### src/rtl/id_ex_stage.sv
// ID/EX pipeline register with load-use detection and three-source operand forwarding.
// The register captures decode fields each cycle. The operands are then resolved
// combinationally from the registered fields and the EX/MEM and MEM/WB write ports.
module id_ex_stage (
  input  logic        clk,
  input  logic        reset,
  // decode side
  input  logic        id_valid,
  input  logic [31:0] id_rs_data,
  input  logic [31:0] id_rt_data,
  input  logic [31:0] id_imm,
  input  logic [4:0]  id_shamt,
  input  logic [4:0]  id_rs,
  input  logic [4:0]  id_rt,
  input  logic [4:0]  id_wa,
  input  logic [4:0]  id_alu_ctl,
  input  logic        id_sign,
  input  logic        id_src1_sh,
  input  logic        id_src2_imm,
  input  logic        id_reg_write,
  input  logic        id_mem_read,
  input  logic        id_mem_write,
  input  logic        id_mem_to_reg,
  input  logic        id_dual_write,
  // hazard and forwarding
  input  logic        flush,
  input  logic        stall_ext,
  input  logic        em_reg_write,
  input  logic [4:0]  em_wa,
  input  logic [31:0] em_result,
  input  logic        em_reg_write2,
  input  logic [4:0]  em_wa2,
  input  logic [31:0] em_result2,
  input  logic        mw_reg_write,
  input  logic [4:0]  mw_wa,
  input  logic [31:0] mw_data,
  // EX side
  output logic [31:0] alu_in1,
  output logic [31:0] alu_in2,
  output logic [4:0]  alu_ctl,
  output logic        alu_sign,
  output logic        ex_valid,
  output logic [4:0]  ex_wa,
  output logic [4:0]  ex_wa2,
  output logic [31:0] ex_rt_fwd,
  output logic        ex_reg_write,
  output logic        ex_mem_read,
  output logic        ex_mem_write,
  output logic        ex_mem_to_reg,
  output logic        ex_dual_write,
  output logic        stall_id
);

  typedef struct packed {
    logic        valid;
    logic [31:0] rs_data;
    logic [31:0] rt_data;
    logic [31:0] imm;
    logic [4:0]  shamt;
    logic [4:0]  rs;
    logic [4:0]  rt;
    logic [4:0]  wa;
    logic [4:0]  alu_ctl;
    logic        sign;
    logic        src1_sh;
    logic        src2_imm;
    logic        reg_write;
    logic        mem_read;
    logic        mem_write;
    logic        mem_to_reg;
    logic        dual_write;
  } idex_t;

  idex_t idex_reg;
  idex_t idex_next;
  idex_t id_fields;
  logic  load_use;

  // Gather the decode fields into one record so that load/bubble/hold is a single mux.
  always_comb begin
    id_fields            = '0;
    id_fields.valid      = id_valid;
    id_fields.rs_data    = id_rs_data;
    id_fields.rt_data    = id_rt_data;
    id_fields.imm        = id_imm;
    id_fields.shamt      = id_shamt;
    id_fields.rs         = id_rs;
    id_fields.rt         = id_rt;
    id_fields.wa         = id_wa;
    id_fields.alu_ctl    = id_alu_ctl;
    id_fields.sign       = id_sign;
    id_fields.src1_sh    = id_src1_sh;
    id_fields.src2_imm   = id_src2_imm;
    id_fields.reg_write  = id_reg_write;
    id_fields.mem_read   = id_mem_read;
    id_fields.mem_write  = id_mem_write;
    id_fields.mem_to_reg = id_mem_to_reg;
    id_fields.dual_write = id_dual_write;
  end

  // A load in EX whose target is read by the instruction in ID needs one bubble.
  // Writes to $0 are discarded, so a load targeting $0 never creates a hazard.
  assign load_use = idex_reg.valid & idex_reg.mem_read & id_valid &
                    (idex_reg.wa != 5'd0) &
                    ((idex_reg.wa == id_rs) | (idex_reg.wa == id_rt));

  // A flush squashes the dependent instruction anyway, so it cancels the load-use hold.
  assign stall_id = (load_use & ~flush) | stall_ext;

  // Next-state selection. A downstream freeze takes priority over a flush, which
  // means the issuer has to re-assert the flush once the freeze is released.
  always_comb begin
    idex_next = idex_reg;
    if (stall_ext)
      idex_next = idex_reg;
    else if (flush || load_use)
      idex_next = '0;
    else
      idex_next = id_fields;
  end

  // ID/EX register; reset always leaves a bubble, even during a freeze.
  always_ff @(posedge clk) begin
    if (reset)
      idex_reg <= '0;
    else
      idex_reg <= idex_next;
  end

  // Operand forwarding. Index 0 resolves rs and index 1 resolves rt.
  // The youngest producer wins: EX/MEM primary, then EX/MEM secondary, then MEM/WB.
  logic [1:0][4:0]  src_addr;
  logic [1:0][31:0] src_data;
  logic [1:0][31:0] fwd;
  logic [1:0]       hit_em;
  logic [1:0]       hit_em2;
  logic [1:0]       hit_mw;

  assign src_addr[0] = idex_reg.rs;
  assign src_addr[1] = idex_reg.rt;
  assign src_data[0] = idex_reg.rs_data;
  assign src_data[1] = idex_reg.rt_data;

  for (genvar gi = 0; gi < 2; gi++) begin : g_fwd
    assign hit_em[gi]  = em_reg_write  & (em_wa  != 5'd0) & (em_wa  == src_addr[gi]);
    assign hit_em2[gi] = em_reg_write2 & (em_wa2 != 5'd0) & (em_wa2 == src_addr[gi]);
    assign hit_mw[gi]  = mw_reg_write  & (mw_wa  != 5'd0) & (mw_wa  == src_addr[gi]);
    assign fwd[gi]     = hit_em[gi]  ? em_result  :
                         hit_em2[gi] ? em_result2 :
                         hit_mw[gi]  ? mw_data    : src_data[gi];
  end

  assign alu_in1       = idex_reg.src1_sh  ? {27'b0, idex_reg.shamt} : fwd[0];
  assign alu_in2       = idex_reg.src2_imm ? idex_reg.imm            : fwd[1];
  assign ex_rt_fwd     = fwd[1];
  assign alu_ctl       = idex_reg.alu_ctl;
  assign alu_sign      = idex_reg.sign;
  assign ex_valid      = idex_reg.valid;
  assign ex_wa         = idex_reg.wa;
  assign ex_wa2        = idex_reg.rs;
  assign ex_reg_write  = idex_reg.reg_write;
  assign ex_mem_read   = idex_reg.mem_read;
  assign ex_mem_write  = idex_reg.mem_write;
  assign ex_mem_to_reg = idex_reg.mem_to_reg;
  assign ex_dual_write = idex_reg.dual_write;

endmodule
### config.mk
export PLATFORM = sky130hd
export DESIGN_NAME = id_ex_stage
export DESIGN_NICKNAME = d
export VERILOG_FILES = /design/src/rtl/id_ex_stage.sv
export SDC_FILE = /design/constraint.sdc
export NUM_CORES = 1
export LEC_CHECK = 0
export BUFFER_PORTS_ARGS = -buffer_cell sky130_fd_sc_hd__buf_2
export CAP_MARGIN = 20
export CORE_AREA = 2 2 145 147
export CTS_CLUSTER_SIZE = 12
export DETAILED_ROUTE_END_ITERATION = 8
export DIE_AREA = 0 0 147 149
export GPL_ROUTABILITY_DRIVEN = 0
export MAX_ROUTING_LAYER = met4
export PLACE_DENSITY_LB_ADDON = 0.08
export SLEW_MARGIN = 10
export SYNTH_ARGS = -nofsm -noshare
export SYNTH_HDL_FRONTEND = slang
export SYNTH_SLANG_ARGS = --single-unit
export TNS_END_PERCENT = 50
### constraint.sdc
create_clock -name clk -period 4.7 [get_ports clk]
set_input_delay 0.94 -clock clk [delete_from_list [all_inputs] [get_ports clk]]
set_output_delay 0.94 -clock clk [all_outputs]
set_load 0.03 [all_outputs]
# Yosys cells after proc, flatten, opt, wreduce, memory -nomap -nowiden
# Index checks and enable logic that the tools add are counted.
[word_totals] inputBits=248 regBits=130 output_inout_bits=119 word_cells=56
[op_classes] n_eq_ne=8 n_reduce_logical=5 mux=9 n_bitwise=17
[op_table] op="$mux W32" count=8
[op_table] op="$mux W130" count=1
[op_table] op="$eq A5 B5 Y1" count=8
[op_table] op="$reduce_bool A5 Y1" count=4
[op_table] op="$and A1 B1 Y1" count=14
[op_table] op="$or A1 B1 Y1" count=2
[op_table] op="$logic_or A1 B1 Y1" count=1
[op_table] op="$not A1 Y1" count=1

# Depth between registers and ports, before layout
# Gate-level depths: netlist (run 1).
[depth] word_depth=7 depth_mapped=7 depth_no_buf=5

# Worst setup path after synthesis (run 1)
# Ideal clock, no wire load.
[synth_timing] path_kind="input to output" startpoint="input mw_wa[0]" endpoint="output alu_in1[4]" slack_ns=0.861 cell_stages=6 arrival_ns=2.899 n_path_buf=1 t_required_ns=3.760 cell_sequence="or4_4 -> o211a_1 -> buf_2 -> nand2_2 -> a211oi_1 -> o31ai_1"
[synth_between] elab_chain_cells=7 word_cells_on_any_way=8 cone_classes="1 x eq/ne; 4 x mux; 2 x bitwise; 1 x reduce/logical"
[synth_lines] element="start: declaration" line_no="35" text="input logic [4:0] mw_wa,"
[synth_lines] element="$reduce_bool A5 Y1" line_no="147" text="assign hit_mw[gi] = mw_reg_write & (mw_wa != 5'd0) & (mw_wa == src_addr[gi]);"
[synth_lines] element="$and A1 B1 Y1" line_no="147"
[synth_lines] element="$and A1 B1 Y1 *" line_no="147"
[synth_lines] element="$mux W32 *" line_no="150" text="hit_mw[gi] ? mw_data : src_data[gi];"
[synth_lines] element="$mux W32 *" line_no="149" text="hit_em2[gi] ? em_result2 :"
[synth_lines] element="$mux W32 *" line_no="148" text="assign fwd[gi] = hit_em[gi] ? em_result :"
[synth_lines] element="$mux W32 *" line_no="153" text="assign alu_in1 = idex_reg.src1_sh ? {27'b0, idex_reg.shamt} : fwd[0];"
[synth_lines] element="end: declaration" line_no="38" text="output logic [31:0] alu_in1,"
# Every way passes the cells marked *; elsewhere a longest branch is shown, timed or not.

# Final worst setup path (run 1)
[layout_timing] startpoint="input mw_wa[4]" endpoint="output alu_in2[31]"
[layout_between] elab_chain_cells=7 word_cells_on_any_way=8 cone_classes="1 x eq/ne; 4 x mux; 2 x bitwise; 1 x reduce/logical"
[layout_lines] element="$reduce_bool A5 Y1" line_no="147"
[layout_lines] element="$and A1 B1 Y1" line_no="147"
[layout_lines] element="$and A1 B1 Y1 *" line_no="147"
[layout_lines] element="$mux W32 *" line_no="150"
[layout_lines] element="$mux W32 *" line_no="149"
[layout_lines] element="$mux W32 *" line_no="148"
[layout_lines] element="$mux W32 *" line_no="154" text="assign alu_in2 = idex_reg.src2_imm ? idex_reg.imm : fwd[1];"
[layout_lines] element="end: declaration" line_no="39" text="output logic [31:0] alu_in2,"
# Marked as above.

==> reports/metrics.sh, run 1 <==
DRTITER0DRC=521
DIE_W_UM=147
YOSYS-TOP-CELLS-AREA='dfxtp_1, a22o_1, a21oi_1'
TIGHTEST_SLEW_PS=957
CRITPATHLAUNCHTYPE='primary input'
PATH_CLK_SLEW_PS=60
FINAL_ANTENNA_NET_COUNT=0
DRT_FIRST_PASS_ITERS=8
WORST_EP_ARRIVAL_TIME_PS=3260
POWER_PER_CELL_AREA_mW_PER_MM2=314
CTS_HOLD_BUF=0
FINAL_HOLD_VIOLATIONS=0
H-TREE-DEPTH=4
TOTALWIRELENGTH_MM=33.3
POWER.INTERNAL_mW=2.35
CLOCK_SINK_COUNT=130
AREA_GROWTH_PCT=32.1
SYNTH-EDFF-COUNT=0
FMAX_GHz=0.238
GRT_FIRST_PASS_WIRELENGTH_MM=49.7
NUMBER_OF_TOP_LEVEL_DESIGN_PORTS=367
FINALSETUPVIOLCOUNT=0
GRT_START_MAX_NET_PINS=95
POSTCTSRESIZEDCELLS=0
DOMINANTREGCELLSYNTH='dfxtp_1'
POST_SYNTH_XOR_AREA_FRACTION_PCT=4.18
LARGEST_REGISTER_FFS=108
ROUTED_VIA_DENSITY=5.79
WORST_PATH_LARGEST_CELL_DELAY_PS=770
RUN_STATUS='finished clean'
FINAL_LAYOUT_SIZE_SUFFIX_GT1_SHARE_PCT=37.1
WL_PER_CELL_UM=21.2
CP_DATA_REQUIRED_TIME_PS=3760
CRIT_SLOWEST_CELL='a21bo_2'
FIRST_GLOBAL_VIAS=8693
CRITICAL_PATH.MAX_FANOUT=46
SW_FRAC_OF_TOTAL_PCT=30.5
FIN_CRIT_SH_PCT=89.4
CRITICALPATHCATEGORY='primary input to primary output'
HPWL_MM=23.3
POST-CTS-SETUP-BUFFERS=0
GRT.TOTAL_USAGE_PCT=30.1
SHARE_SEQ_OF_TOTAL_POWER_PCT=35.0
POWER.IR.VDD_WORST_V=0.000245
REPORT.FINAL.SLEW_VIOL_COUNT=0
CTSROOTBUFFERMASTER='clkbuf_16'
LEAKAGEPOWER_nW=4.73
MET3_USAGE_PCT=7.49
SYNTH_CELLS=972
REMAINING_DRC_ERRORS=0
CTS_TREE='yes'
CP-END-KIND='primary output'
SYNTH.CELLS.MOST_FREQUENT='a22o_1, dfxtp_1, nand2_1, a21oi_1, clkbuf_1'
SETUP_REPAIR_AFTER_GLOBAL_ROUTING_MISSED_ITS_MARGIN='no'
GRT_MOST_USED_LAYER='met2'
SYNTH.YOSYS.SEQ_AREA_SHARE_PCT=31.9
REMAINING_GLOBAL_ROUTE_OVERFLOW=0
ANTENNA_FOUND_INITIAL=16
DIE_H_UM=149
INITIAL_CORE_UTIL_PCT=39.7
CP_COMMON_CELL='buf_2'
POSTSYNTHREGISTERBITS=130
FILLCELLCOUNT=2018
SYNTH.LIB_CELLS_USED.DISTINCT=48
MAXSLEWHEADROOM_PCT=36.2
FINALSETUPTNS_PS=0
YOSYS-MUX-AREA-FRACTION_PCT=0
SYNTH_TOP_FAMILY_BY_AREA='compound AO/OA/AOI/OAI gates'
SYNTHESIZED_AREA_FRACTION_OCCUPIED_BY_AND_OR_NAND_NOR_CELLS_PCT=19.7
HOLD_PATH.CLASS='flip-flop to flip-flop'
TIMING.MAX_CAP.VIOLATIONS=0
NNETSFINAL=1514
GR_MET2_DEMAND_RESOURCE_PCT=48.7
POST-LAYOUT-TOTAL-POWER_mW=3.38
CLOCK_TREE_BUFFER_DEPTH=2
YOSYSTOPAREACELL='dfxtp_1'
DIE_AREA_MM2=0.0219
GRT.MET1_USAGE_PCT=37.0
SYNTH_FP_NETS=1220
YS_WARN_COUNT=0
CORE-AREA_MM2=0.0206
POWER.SHARE.CLOCK_PCT=43.5
POST_SYNTH_FA_HA_MAJ_AREA_FRACTION_PCT=0
ROUTE.VIAS.TOTAL=9099
SYNTH_TOP_AREA_SHARE_PCT=31.9
CLOCK_SKEW_PS=11.1
POSTSYNTH.ASYNCRESETSHARE_PCT=0
SHARE_OF_THE_SYNTHESIZED_AREA_IN_COMPOUND_GATES_AO_OA_AOI_OAI_PCT=35.6
FINAL_PERIOD_MINUS_WORST_SETUP_SLACK_PS=4200
IO_BUFFERS=366
CRIT_CHAIN='buf_2 -> nand2_1 -> a21bo_2 -> buf_4 -> a31oi_1 -> o311ai_1 -> a21oi_1 -> buf_2'
ROW_COUNT=53
COMB_POWER_SHARE_PCT=21.5
POWER.NET_SWITCHING_mW=1.03
CLOCK_LATENCY_PS=430
SYNTHESIS.AREA_PER_INSTANCE_UM2=8.40
SYN_AREA_MM2=0.00816
CTS_MADE_BUFFERS=17
[path summary, 6_finish.rpt]
path	startpoint	end	slack, ps	depth (start not counted)
setup / recovery	mw_wa[4]	alu_in2[31]	500	8
hold reg to reg	idex_reg[121]$_SDFFE_PP0N_	idex_reg[121]$_SDFFE_PP0N_	470	1
hold / removal	idex_reg[121]$_SDFFE_PP0N_	idex_reg[121]$_SDFFE_PP0N_	470	1
setup reg to reg	ex_wa[4]$_SDFFE_PP0N_	alu_ctl[3]$_SDFFE_PP0N_	2340	5
[worst max-delay path, delay by kind of cell]
kind | cells | cell delay (ps)
compound gates | 4 | 1510
buf+inv | 3 | 730
simple gates | 1 | 60
[layout make-up]
| cell class | instances | area [um^2] | area share [%] |
|---|---|---|---|
| clock buffers | 20 | 467 | 4.33 |
| clock inverters | 12 | 179 | 1.66 |
| flip-flops and latches | 130 | 2610 | 24.2 |
| diodes | 17 | 42.5 | 0.394 |
| well taps | 275 | 344 | 3.19 |
| multi-input cells | 689 | 4910 | 45.5 |
| inverters | 33 | 124 | 1.15 |
| repair buffers | 395 | 2110 | 19.6 |
[power groups by stage]
stage | Sequential, mW | Combinational, mW | Clock (mW)
6_report | 1.19 | 0.727 | 1.47
5_1_grt | 1.19 | 0.775 | 1.53
4_1_cts | 1.18 | 0.724 | 1.48
3_5_place_dp | 1.21 | 0.721 | 0
3_3_place_gp | 1.21 | 0.715 | 0
2_1_floorplan | 1.20 | 0.445 | 0
[cells in the final DEF (no fill, tap or decap), types with 32 or more instances in the layout]
| master | netlist | final |
|---|---|---|
| nand3b_1 | 32 | 32 |
| dfxtp_1 | 130 | 128 |
| buf_2 | 24 | 366 |
| inv_1 | 33 | 33 |
| and4_1 | 34 | 32 |
| nand2_1 | 95 | 95 |
| nand3_1 | 32 | 32 |
| a31oi_1 | 32 | 32 |
| a22o_1 | 130 | 130 |
| a21oi_1 | 92 | 92 |
| nor2b_1 | 38 | 37 |
[per-layer routing]
metal | vias up | share of wire, %
li1 | 4259 | -
met1 | 4317 | 42
met2 | 471 | 48
met3 | 52 | 8.4
met4 | 0 | 2.1
met5 | - | 0
[cell families after synthesis]
family	count (synthesis)
simple gates	286
buf+inv	153
xor+xnor	39
compound gates	364
flops	130
[metrics by stage]
step | util (%) | cell area, um^2 | worst slack, ps | std cells | hold slack (ps)
global placement | 49.0 | 10100 | 492 | 1521 | 452
floorplan | - | 8160 | 861 | 972 | 436
finish | 52.5 | 10800 | 499 | 1571 | 467
CTS | 52.3 | 10700 | 499 | 1554 | 469
global route | 52.5 | 10800 | 407 | 1570 | 484
detailed placement | 49.1 | 10100 | 498 | 1522 | 452
Power figures use the tool's default switching activity.
==> inputs of run 2 (changes only) <==
--- a/config.mk
+++ b/config.mk
@@ -5,12 +5,12 @@
 export SDC_FILE = /design/constraint.sdc
 export NUM_CORES = 1
 export LEC_CHECK = 0
-export BUFFER_PORTS_ARGS = -buffer_cell sky130_fd_sc_hd__buf_2
 export CAP_MARGIN = 20
-export CORE_AREA = 2 2 145 147
+export CORE_AREA = 2 2 141 143
 export CTS_CLUSTER_SIZE = 12
 export DETAILED_ROUTE_END_ITERATION = 8
-export DIE_AREA = 0 0 147 149
+export DIE_AREA = 0 0 143 145
+export DONT_BUFFER_PORTS = 1
 export GPL_ROUTABILITY_DRIVEN = 0
 export MAX_ROUTING_LAYER = met4
 export PLACE_DENSITY_LB_ADDON = 0.08
==> reports/metrics.sh, run 2 (synthesis gave the netlist of run 1 again) <==
FINAL_ANTENNA_NET_COUNT=0  # unchanged
INITIAL_CORE_UTIL_PCT=42.5  # +2.8 points
POST-CTS-SETUP-BUFFERS=0  # unchanged
PATH_CLK_SLEW_PS=70  # about the same
FILLCELLCOUNT=1840  # -8.8%
TIMING.HOLD.WORST.START='idex_reg[127]$_SDFFE_PP0N_'
POSTCTSRESIZEDCELLS=0  # unchanged
HPWL_MM=22.6  # -3.0%
CLOCK_TREE_BUFFER_DEPTH=2  # unchanged
H-TREE-DEPTH=4  # unchanged
CLOCK_LATENCY_PS=430  # about the same
REGTOREGENDPOINT='idex_reg[78]$_SDFFE_PP0N_'
FINAL_HOLD_VIOLATIONS=0  # unchanged
FINALSETUPTNS_PS=0  # unchanged
CRITICALPATHCATEGORY='flip-flop to primary output'
FINAL_LAYOUT_SIZE_SUFFIX_GT1_SHARE_PCT=16.9  # -20 points
POWER_PER_CELL_AREA_mW_PER_MM2=336  # +7.1%
REMAINING_DRC_ERRORS=0  # unchanged
MAXSLEWHEADROOM_PCT=37.5  # +1.3 points
MOST-COMMON-LAYOUT-CELLS='a22o_1, dfxtp_1, nand2_1'
WORST_R2R_STARTPOINT='ex_wa[4]$_SDFFE_PP0N_'
ROW_COUNT=51  # -3.8%
R2R_CELLS=6  # +1
CRITPATHLAUNCHTYPE='flip-flop'
TIMING.HOLD.WS_PS=470  # +3.06 ps
DRTITER0DRC=751  # +44%
WORST_EP_ARRIVAL_TIME_PS=3330  # +70 ps
TIMING.HOLD.WORST_PATH_DEPTH=1  # unchanged
CRITICAL_PATH.MAX_FANOUT=14  # -70%
CTS_MADE_BUFFERS=17  # unchanged
CP_DATA_REQUIRED_TIME_PS=3760  # about the same
POWER.IR.VDD_WORST_V=0.000226  # -7.9%
FINALSETUPVIOLCOUNT=0  # unchanged
TOTALWIRELENGTH_MM=32.1  # -3.5%
TIGHTEST_SLEW_PS=935  # -21.6 ps
REMAINING_GLOBAL_ROUTE_OVERFLOW=0  # unchanged
IO_BUFFERS=0  # -100%
CORE-AREA_MM2=0.0192  # -6.6%
GRT_START_MAX_NET_PINS=131  # +38%
FIN_CRIT_SH_PCT=90.9  # +1.5 points
DIE_AREA_MM2=0.0207  # -5.3%
RUN_STATUS='finished clean'
DIE_H_UM=145  # -2.7%
CLOCK_SKEW_PS=13.5  # +2.40 ps
ROUTE.VIAS.TOTAL=8084  # -11%
LARGEST_REGISTER_FFS=108  # unchanged
SETUP_REPAIR_AFTER_GLOBAL_ROUTING_MISSED_ITS_MARGIN='no'
REPORT.FINAL.SLEW_VIOL_COUNT=0  # unchanged
DIE_W_UM=143  # -2.7%
FINAL_COMMON_CELL='a22o_1'
CTS_HOLD_BUF=0  # unchanged
ANTENNA_FOUND_INITIAL=1  # -15
HOLD_PATH_END='idex_reg[127]$_SDFFE_PP0N_'
HOLD_PATH.CLASS='flip-flop to flip-flop'
AREA_GROWTH_PCT=13.2
LEAKAGEPOWER_nW=3.41  # -28%
FINAL_PERIOD_MINUS_WORST_SETUP_SLACK_PS=4270  # +72.0 ps
GRT_FIRST_PASS_WIRELENGTH_MM=48.2  # -2.9%
CTSROOTBUFFERMASTER='clkbuf_16'
CTS_TREE='yes'
NUMBER_OF_TOP_LEVEL_DESIGN_PORTS=367  # unchanged
CLOCK_SINK_COUNT=130  # unchanged
NNETSFINAL=1205  # -20%
GRT.TOTAL_USAGE_PCT=30.7  # +0.55 points
ROUTED_VIA_DENSITY=6.54  # +13%
DRT_FIRST_PASS_ITERS=5  # -3
FIRST_GLOBAL_VIAS=8142  # -6.3%
TIMING.MAX_CAP.VIOLATIONS=0  # unchanged
FF2FF_SETUP_SLACK_PS=2400  # +60 ps
FMAX_GHz=0.234  # -1.7%
WL_PER_CELL_UM=26.0  # +23%
CP-END-KIND='primary output'
[run 2: cell types whose count changed in the layout (fill, tap and decap cells not counted), sizes merged]
cell / change
buf: -309
diode: -16
inv: +7
bufinv: -3
clkbuf: -2
clkinv: -1
clkinvlp: -1
[run 2: how the worst max path moves through the flow]
stage	cells after the start	end	startpoint
after CTS	7	alu_in1[11]	ex_wa2[0]$_SDFFE_PP0N_
after detailed placement	7	alu_in2[24]	em_wa2[1]
final	7	alu_in1[27]	ex_wa2[0]$_SDFFE_PP0N_
after global routing	7	alu_in1[27]	ex_wa2[0]$_SDFFE_PP0N_
after global placement	7	alu_in2[1]	mw_wa[0]
after floorplan	6	alu_in1[4]	mw_wa[0]
[run 2: worst max-delay path, stage by stage, from the launching register on]
cell and delay (ps):
dfxtp_1 680, xnor2_1 240, nand4_1 780, buf_4 500
o21ai_0 180, a311o_1 220, a21oi_1 80, buf_4 220
[run 2: layer usage]
metal  global-route usage (%)  wire [um]  vias up
met5                        -          0        -
met4                     10.7        773        0
met3                     10.2       3250       62
met2                     49.0      15400      456
met1                     35.8      12600     3939
li1                         -          -     3627
[run 2: area by class of cell]
cell class | count | area (um^2) | area share, %
inverters | 33 | 124 | 1.34
clock inverters | 14 | 144 | 1.56
clock buffers | 18 | 429 | 4.64
repair buffers | 86 | 696 | 7.53
diodes | 1 | 2.50 | 0.0271
flip-flops and latches | 130 | 2610 | 28.2
multi-input cells | 689 | 4910 | 53.1
well taps | 265 | 332 | 3.59
[run 2: through the flow]
stage	power [mW]	instances	utilization (%)	setup slack, ps	cell area (um^2)
6_report	3.11	1236	48.1	427	9240
5_1_grt	3.21	1236	48.1	300	9240
3_3_place_gp	1.79	1201	44.9	692	8630
4_1_cts	3.11	1233	47.9	505	9200
2_1_floorplan	1.64	972	-	861	8160
3_5_place_dp	1.79	1201	44.9	647	8630
[run 2: where the power goes]
| group | switching [mW] | internal, mW |
|---|---|---|
| sequential | 0.0540 | 1.15 |
| combinational | 0.377 | 0.203 |
| clock | 0.581 | 0.746 |
| total | 1.01 | 2.09 |
==> inputs of run 3 (changes only) <==
==> constraint.sdc (replaced) <==
create_clock -name clk -period 4.7 [get_ports clk]
set_input_delay 0.94 -clock clk [delete_from_list [all_inputs] [get_ports clk]]
set_output_delay 0.94 -clock clk [all_outputs]
set_load 0.05 [all_outputs]
==> reports/metrics.sh, run 3 (synthesis gave the netlist of run 1 again) <==
GRT_FIRST_PASS_WIRELENGTH_MM=48.4  # +0.44%
REGTOREGENDPOINT='idex_reg[40]$_SDFFE_PP0N_'
H-TREE-DEPTH=4  # unchanged
SETUP_REPAIR_AFTER_GLOBAL_ROUTING_MISSED_ITS_MARGIN='no'
GRT_START_MAX_NET_PINS=131  # unchanged
DRT_FIRST_PASS_ITERS=8  # +3
WORST_R2R_STARTPOINT='ex_wa[4]$_SDFFE_PP0N_'
R2R_CELLS=6  # unchanged
LEAKAGEPOWER_nW=3.60  # +5.8%
WORST_EP_ARRIVAL_TIME_PS=3170  # -160 ps
DP_SLACK_PS=604  # -43.1 ps
CLOCK_TREE_BUFFER_DEPTH=2  # unchanged
NUMBER_OF_TOP_LEVEL_DESIGN_PORTS=367  # unchanged
FIN_CRIT_SH_PCT=87.4  # -3.5 points
NNETSFINAL=1227  # +1.8%
HOLD_PATH_END='idex_reg[124]$_SDFFE_PP0N_'
FIRST_GLOBAL_VIAS=8345  # +2.5%
IO_BUFFERS=0  # unchanged
DIE_H_UM=145  # unchanged
WORST_SLACK_PS=591  # +164 ps
INITIAL_CORE_UTIL_PCT=42.5  # unchanged
DIE_AREA_MM2=0.0207  # unchanged
CRITICAL_PATH.MAX_FANOUT=32  # +18
PATH_CLK_SLEW_PS=70  # about the same
CTS_TREE='yes'
POWER.SHARE.CLOCK_PCT=39.3  # -3.4 points
HOLD_PATH.CLASS='flip-flop to flip-flop'
POWER.NET_SWITCHING_mW=1.13  # +12%
FINALSETUPVIOLCOUNT=0  # unchanged
TIMING.HOLD.WORST_PATH_DEPTH=1  # unchanged
HPWL_MM=22.7  # +0.34%
CTS_HOLD_BUF=0  # unchanged
FINAL_COMMON_CELL='a22o_1'
TIMING.MAX_CAP.VIOLATIONS=0  # unchanged
FMAX_GHz=0.243  # +4.0%
POWER.IR.VDD_WORST_V=0.000220  # -2.5%
POWER_PER_CELL_AREA_mW_PER_MM2=330  # -1.7%
FINAL_ANTENNA_NET_COUNT=0  # unchanged
MAXSLEWHEADROOM_PCT=30.7  # -6.8 points
MET3_USAGE_PCT=11.0  # +0.76 points
POST-LAYOUT-TOTAL-POWER_mW=3.23  # +3.9%
CLOCK_LATENCY_PS=430  # about the same
POST-CTS-SETUP-BUFFERS=0  # unchanged
SW_FRAC_OF_TOTAL_PCT=35.0  # +2.5 points
CORE-AREA_MM2=0.0192  # unchanged
TIMING.HOLD.WORST.START='idex_reg[124]$_SDFFE_PP0N_'
ROUTE.VIAS.TOTAL=8254  # +2.1%
CLOCK_SINK_COUNT=130  # unchanged
SHARE_SEQ_OF_TOTAL_POWER_PCT=37.6  # -1.0 points
FINAL_LAYOUT_SIZE_SUFFIX_GT1_SHARE_PCT=19.3  # +2.3 points
FINAL_HOLD_VIOLATIONS=0  # unchanged
POWER.INTERNAL_mW=2.10  # +0.14%
CP-END-KIND='primary output'
POSTCTSRESIZEDCELLS=0  # unchanged
DRTITER0DRC=620  # -17%
TIGHTEST_SLEW_PS=1040  # +102 ps
TIMING.HOLD.WS_PS=471  # +0.585 ps
FF2FF_SETUP_SLACK_PS=2200  # -200 ps
CP_DATA_REQUIRED_TIME_PS=3760  # about the same
WL_PER_CELL_UM=25.9  # -0.43%
GRT.MET1_USAGE_PCT=35.3  # -0.57 points
REMAINING_GLOBAL_ROUTE_OVERFLOW=0  # unchanged
DIE_W_UM=143  # unchanged
GRT_MOST_USED_LAYER='met2'
TOTALWIRELENGTH_MM=32.6  # +1.6%
CRITPATHLAUNCHTYPE='flip-flop'
CTSROOTBUFFERMASTER='clkbuf_16'
RUN_STATUS='finished clean'
LARGEST_REGISTER_FFS=108  # unchanged
FINALSETUPTNS_PS=0  # unchanged
MOST-COMMON-LAYOUT-CELLS='a22o_1, dfxtp_1, nand2_1'
FINAL_PERIOD_MINUS_WORST_SETUP_SLACK_PS=4110  # -164 ps
REPORT.FINAL.SLEW_VIOL_COUNT=0  # unchanged
ANTENNA_FOUND_INITIAL=3  # +2
REMAINING_DRC_ERRORS=0  # unchanged
GRT.TOTAL_USAGE_PCT=31.0  # +0.38 points
AREA_GROWTH_PCT=19.7
CLOCK_SKEW_PS=16.2  # +2.69 ps
GR_MET2_DEMAND_RESOURCE_PCT=49.4  # +0.38 points
CTS_MADE_BUFFERS=17  # unchanged
COMB_POWER_SHARE_PCT=23.2  # +4.5 points
CRITICALPATHCATEGORY='flip-flop to primary output'
ROW_COUNT=51  # unchanged
ROUTED_VIA_DENSITY=6.55  # about the same
run 3: cell count changes in the layout (fill, tap and decap cells not counted), sizes merged:
cell,before,now
buf,86,108
diode,1,4
clkinv,3,1
clkinvlp,2,4
bufinv,1,0
inv,41,42
run 3: how the worst max path moves through the flow:
stage	startpoint	endpoint	cells past startpoint
final	ex_wa2[0]$_SDFFE_PP0N_	alu_in1[13]	6
after global routing	ex_wa2[2]$_SDFFE_PP0N_	alu_in1[11]	7
after CTS	mw_wa[0]	alu_in2[2]	7
after detailed placement	mw_wa[0]	alu_in2[2]	7
after global placement	mw_wa[0]	alu_in2[0]	7
after floorplan	mw_wa[0]	alu_in1[4]	6
run 3: power groups by stage:
stage | registers [mW] | clock network (mW) | logic, mW
3_5_place_dp | 1.24 | 0 | 0.743
5_1_grt | 1.22 | 1.34 | 0.781
4_1_cts | 1.21 | 1.29 | 0.745
6_report | 1.21 | 1.27 | 0.749
2_1_floorplan | 1.20 | 0 | 0.551
3_3_place_gp | 1.23 | 0 | 0.733
run 3: per-stage QoR:
step	cells	cell area [um^2]	util [%]
after global placement	1225	9210	47.9
after global routing	1261	9770	50.9
after floorplan	972	8160	-
after CTS	1257	9760	50.8
after detailed placement	1225	9210	47.9
final	1261	9770	50.9
run 3: routing by layer:
| layer | share of wire [%] | wire length (um) |
|---|---|---|
| met3 | 11 | 3430 |
| met2 | 48 | 15500 |
| met4 | 3.6 | 1160 |
| met1 | 38 | 12500 |
| met5 | 0 | 0 |
run 3: worst max-delay path: stages (launching register included):
cell and delay [ps]:
dfxtp_1 780, xor2_1 150, a211o_1 280, or2_2 610
a311o_1 390, a21oi_1 320, buf_12 190
run 3: cell type report:
type / instances / area, um^2
clock buffer: 18 / 429
timing repair buffer: 108 / 1210
tap: 265 / 332
sequential: 130 / 2610
fill: 1807 / 9440
clock inverter: 14 / 120
antenna: 4 / 10.0
inverter: 33 / 124
multi-input combinational: 689 / 4940
